==> src/rtl/eight_bit_adder.sv <==
// eight_bit_adder: registered WIDTH-bit ripple-carry adder with carry-in and status flags.
// Ports:
//   clk       - rising-edge clock
//   rst_n     - asynchronous active-low reset
//   A, B      - operands (unsigned, also read as two's complement for overflow)
//   Cin       - carry into bit 0
//   in_valid  - A/B/Cin are captured on the next rising clk when high
//   sum       - registered (A + B + Cin) mod 2^WIDTH
//   Cout      - registered carry out of the MSB
//   overflow  - registered signed overflow
//   zero      - registered flag, sum == 0
//   out_valid - registered copy of in_valid
module eight_bit_adder #(
  parameter int unsigned WIDTH = 8
) (
  input  logic             clk,
  input  logic             rst_n,
  input  logic [WIDTH-1:0] A,
  input  logic [WIDTH-1:0] B,
  input  logic             Cin,
  input  logic             in_valid,
  output logic [WIDTH-1:0] sum,
  output logic             Cout,
  output logic             overflow,
  output logic             zero,
  output logic             out_valid
);

  // Combinational ripple-carry core
  logic [WIDTH:0]   carry_c;
  logic [WIDTH-1:0] sum_c;

  assign carry_c[0] = Cin;

  for (genvar i = 0; i < WIDTH; i++) begin : g_fa
    assign sum_c[i]       = A[i] ^ B[i] ^ carry_c[i];
    assign carry_c[i+1]   = (A[i] & B[i]) | (carry_c[i] & (A[i] ^ B[i]));
  end

  // Output register state
  logic [WIDTH-1:0] sum_q, sum_d;
  logic             cout_q, cout_d;
  logic             ovf_q, ovf_d;
  logic             zero_q, zero_d;
  logic             vld_q, vld_d;

  // Next-state: load on valid input, otherwise hold results and drop valid
  always_comb begin
    sum_d  = sum_q;
    cout_d = cout_q;
    ovf_d  = ovf_q;
    zero_d = zero_q;
    vld_d  = in_valid;
    if (in_valid) begin
      sum_d  = sum_c;
      cout_d = carry_c[WIDTH];
      // Signed overflow: carry into and out of the sign bit disagree
      ovf_d  = carry_c[WIDTH] ^ carry_c[WIDTH-1];
      // Flag tracks the truncated sum, independent of Cout
      zero_d = (sum_c == '0);
    end
  end

  // State register
  always_ff @(posedge clk or negedge rst_n) begin
    if (!rst_n) begin
      sum_q  <= '0;
      cout_q <= 1'b0;
      ovf_q  <= 1'b0;
      zero_q <= 1'b0;
      vld_q  <= 1'b0;
    end else begin
      sum_q  <= sum_d;
      cout_q <= cout_d;
      ovf_q  <= ovf_d;
      zero_q <= zero_d;
      vld_q  <= vld_d;
    end
  end

  assign sum       = sum_q;
  assign Cout      = cout_q;
  assign overflow  = ovf_q;
  assign zero      = zero_q;
  assign out_valid = vld_q;

endmodule

==> config.mk <==
export PLATFORM = sky130hd
export DESIGN_NAME = eight_bit_adder
export DESIGN_NICKNAME = d
export VERILOG_FILES = /design/src/rtl/eight_bit_adder.sv
export SDC_FILE = /design/constraint.sdc
export NUM_CORES = 1
export LEC_CHECK = 0
export ABC_AREA = 1
export CAP_MARGIN = 10
export CORE_UTILIZATION = 39
export DETAILED_ROUTE_END_ITERATION = 16
export PLACE_DENSITY = 0.79
export SLEW_MARGIN = 20
export SYNTH_ARGS = -nofsm -noshare
export SYNTH_HDL_FRONTEND = slang
export SYNTH_SLANG_ARGS = --single-unit
==> constraint.sdc <==
create_clock -name clk -period 0.9 [get_ports clk]
set_clock_uncertainty 0.05 [all_clocks]
set_input_delay 0.18 -clock clk [delete_from_list [all_inputs] [get_ports clk]]
set_output_delay 0.18 -clock clk [all_outputs]
set_load 0.1 [all_outputs]
* Word level (Yosys, flattened, before mapping)
Cells that the tools add are included.
** Cells by class
- Bitwise gates (word level) :: 41
- Reductions and logical operators :: 1
** Operator list (count)
- bitwise XOR 1 bit :: 17
- bitwise AND 1 bit :: 16
- logical NOT 8 bit :: 1
- OR 1 bit :: 8
** Word-level totals
- Logic and storage cells :: 47
- Register bits after elaboration :: 12
- Output and inout port bits :: 12
- Bits of input ports :: 20

* Logic depth before layout (Yosys ltp)
- Depth after elaboration :: 18
- Depth in mapped cells :: 17

* Least setup slack after synthesis
Ideal clock, no wire load.
- Kind :: input to register
- Start point :: input port A[0]
- End point :: register zero_q (netlist: zero)
- Stages on the path :: 17
- Required time :: 0.730 ns
- Path buffers :: 0
- Setup time :: 0.120 ns
- Path slack :: -2.550 ns
- Data arrival time :: 3.280 ns
- Cells stage by stage :: inv_1 fa_1 inv_1 fa_1 fa_1 fa_1 inv_1 fa_1 inv_1 fa_1 fa_1 inv_1 fa_1 nand2_1 nor2_1 nand3_1 nand2_1
** On the way
- Word-level cells in the longest chain between the ends :: 17
** RTL lines
- start: declaration :: RTL line 18 : input logic [WIDTH-1:0] A,
- bitwise XOR 1 bit :: RTL line 36, 37
- bitwise AND 1 bit :: RTL line 37 : assign carry_c[i+1] = (A[i] & B[i]) | (carry_c[i] & (A[i] ^ B[i]));
- OR 1 bit :: RTL line 37
- bitwise AND 1 bit :: RTL line 37
- OR 1 bit :: RTL line 37
- bitwise AND 1 bit :: RTL line 37
- OR 1 bit :: RTL line 37
- bitwise AND 1 bit :: RTL line 37
- OR 1 bit :: RTL line 37
- bitwise AND 1 bit :: RTL line 37
- OR 1 bit :: RTL line 37
- bitwise AND 1 bit :: RTL line 37
- OR 1 bit :: RTL line 37
- bitwise AND 1 bit :: RTL line 37
- OR 1 bit :: RTL line 37
- bitwise XOR 1 bit :: RTL line 36 : assign sum_c[i] = A[i] ^ B[i] ^ carry_c[i];
- logical NOT 8 bit * :: RTL line 60 : zero_d = (sum_c == '0);
- end signal: assignment :: RTL line 76 : zero_q <= zero_d;
- end: declaration :: RTL line 44 : logic zero_q, zero_d;
Every way passes the cells marked *; elsewhere a longest branch is shown, timed or not.
A chain may end at the register's enable or synchronous reset.

* Worst setup path after layout
Ends and elaborated chain as after synthesis.

==> impl_metrics.py <==
metrics = {
    "place": {
        "placed_area_sq_um": 1260,
        "place_ws_ns": -3.12,
        "hpwl_um": 1420,
        "gp_congestion": 0.782,
        "port_buffers": 31,
    },
    "timing": {
        "layout_setup_ws_ns": -2.32,
        "slew_viol_final": 0,
        "max_freq_mhz": 310,
        "fin_crit_ns": 3.22,
        "finalCritPeriodShare": 3.58,
        "worstMarginPinSlew_ns": 0.235,
        "hold_ws_ns": 0.142,
        "finalHoldViolations": 0,
        "finalSetupViolations": 22,
        "rsz0062_at_grt": "true",
        "relSlewSlack": 0.842,
        "final.setup.tns_ns": -17.37,
    },
    "synth": {
        "ys.flop_type": "dfrtp_1",
        "yosys.area.top_type_share": 0.445,
        "async_reset_ff_frac": 1.00,
        "synthCells": 66,
        "ys_top_cells_by_count": "nand2_1, dfrtp_1, inv_1",
        "synthAdderAreaFrac": 0.237,
        "synth.area.mux_share": 0,
        "ys_ff_latch": 12,
        "yosysTopAreaCell": "dfrtp_1",
        "synth_compound_area_frac": 0.0724,
        "ys_top_cells_by_area": "dfrtp_1, fa_1, nand2_1, inv_1, o21ai_2",
        "yosys_warnings": 0,
        "synth_most_common_cell": "nand2_1",
        "syn_nets": 94,
        "avgSynthCellArea_sq_um": 10.2,
        "syn_area_sq_um": 674,
        "synth_seq_area_share": 0.445,
        "synth_xor_area_frac": 0.0130,
        "synth-simple-area-share": 0.143,
        "ys_types": 12,
        "synth_edf_count": 0,
        "synth_top_family_by_area": "adder cells",
    },
    "global_routing": {
        "grt.busiest_layer": "met2",
        "gr-usage-met3": 0.0583,
        "grt_usage": 0.217,
        "grt_pass1_vias": 657,
        "antenna_found_initial": 0,
        "grt-ovfl-total": 0,
        "grt_max_degree": 13,
        "use_met1": 0.249,
        "grt_util_met2": 0.379,
        "grt_pass1_wl_um": 2890,
    },
    "layout": {
        "antenna_cells": 0,
        "fin_area_sq_um": 1340,
        "drive_above_1_share": 0.586,
        "final_core_util": 0.861,
        "area_growth_pct": 99.1,
        "fin_nets": 140,
    },
    "clock_network": {
        "clock_sinks": 12,
        "cts_buffer_depth": 2,
        "cts_buffers": 3,
        "cts.root.buffer_cell": "clkbuf_4",
        "clk_pin_slew_worst_paths_ns": 0.09,
        "cts_tree": "yes",
        "htree_levels": 1,
        "insertion_delay_ns": 0.28,
    },
    "setup_path": {
        "required_ns": 1.03,
        "start_kind": "primary input",
        "crit_arrival_ns": 3.36,
        "crit_type": "in -> reg",
        "path_max_fanout": 2,
        "endpoint_kind": "flop",
    },
    "die": {
        "row_count": 14,
        "die_area_sq_um": 1900,
        "die_x_um": 43.6,
        "start_util": 0.433,
        "coreArea_sq_um": 1560,
        "dieHeight_um": 43.6,
        "ios": 32,
    },
    "pwr": {
        "p_per_area_nw_per_um2": 1990,
        "peakVddDrop_mv": 1.13,
        "leakage_uw": 0.000617,
    },
    "drt": {
        "vias": 621,
        "vias_per_cell": 4.89,
        "drcViolationCount": 1,
        "wire_per_inst_um": 14.0,
        "totalWireLength_um": 1770,
        "ant_nets": 0,
        "first_pass_iters": 10,
        "drt_iter0_markers": 8,
    },
    "min_path": {
        "worstHoldPathType": "in -> reg",
    },
    "outcome": {
        "status": "finished, violations left",
        "violations": "DRC, setup timing",
    },
    "run": {
        "cap_viol_max_count": 0,
    },
}
==> power by group <==
group	switching, uW	leakage (uW)	internal (uW)
Clock	214	0.0000210	246
Sequential	93.8	0.000133	636
Combinational	873	0.000463	609
Total	1180	0.000617	1490
==> metal layers <==
metal | part of all wire | routed length (um) | up-vias
met3 | 0.043 | 76 | 4
met4 | 0.017 | 31 | 0
met1 | 0.37 | 647 | 304
met2 | 0.57 | 1020 | 28
li1 | - | - | 285
met5 | 0 | 0 | -
==> path summary, 6_finish.rpt <==
kind / end / slack (ns) / depth (start not counted) / from
worst min register to register: sum[0] / 0.48 / 2 / sum[0]
max in group asynchronous: Cout / 0.49 / 2 / rst_n
worst min-delay path: out_valid / 0.14 / 2 / in_valid
min in group asynchronous: zero / 0.18 / 2 / rst_n
worst max register to register: sum[4] / 0.16 / 2 / sum[4]
worst max-delay path: zero / -2.32 / 18 / A[0]
==> kinds of logic after synthesis <==
kind of cell    count (synthesis)
fa+ha+maj                       8
xor+xnor                        1
buf+inv                        14
compound gates                  6
flops                          12
simple gates                   25
==> metrics by stage <==
step | cells | power [uW]
after floorplan | 66 | 1520
after global placement | 122 | 2140
after detailed placement | 122 | 2180
after CTS | 127 | 2650
after global routing | 127 | 2780
final | 127 | 2670
==> repair_timing <==
action,CTS,global route
gates cloned,0,0
buffers inserted,1,0
setup endpoints to repair,23,22
pin swaps,15,13
resized for setup,26,7
hold buffers,0,0
hold endpoints to repair,0,0
==> layout by cell type (no fill, tap or decap) <==
master and instances:
buf_12 14, nor2_4 1, xor2_1 1, buf_8 2
nor3_1 1, clkbuf_4 3, nand2_1 19, inv_1 4
nand3_1 1, clkinv_4 1, o21ai_2 5, dlygate4sd2_1 2
clkdlybuf4s50_1 13, inv_2 6, inv_12 1, nor2_1 3
o21ai_1 1, dfrtp_2 12, buf_4 6, fa_2 8
clkbuf_8 1, buf_6 4, dlymetal6s2s_1 1, inv_4 1
==> sequential cells by signal, indices dropped and copies added (netlist names) <==
name,cells
sum,8
Cout,1
out_valid,1
overflow,1
zero,1
==> worst max-delay path, cell delays in order <==
cell     delay (ns)
buf_8          0.11
inv_12         0.04
fa_2           0.18
inv_2          0.04
fa_2           0.34
fa_2           0.35
fa_2           0.34
inv_2          0.06
fa_2           0.19
inv_2          0.04
fa_2           0.34
fa_2           0.38
inv_2          0.07
fa_2           0.44
nand2_1        0.08
nor2_1         0.04
nand3_1        0.09
nand2_1        0.05
==> final cells by class <==
| cell class | count | area (sq um) |
|---|---|---|
| clock buffer | 4 | 36.3 |
| fill | 90 | 216 |
| inverter | 13 | 68.8 |
| multi-input combinational | 40 | 342 |
| sequential | 12 | 315 |
| tap | 16 | 20.0 |
| timing repair buffer | 42 | 561 |
Note: power is estimated with default switching activity, not from simulation.
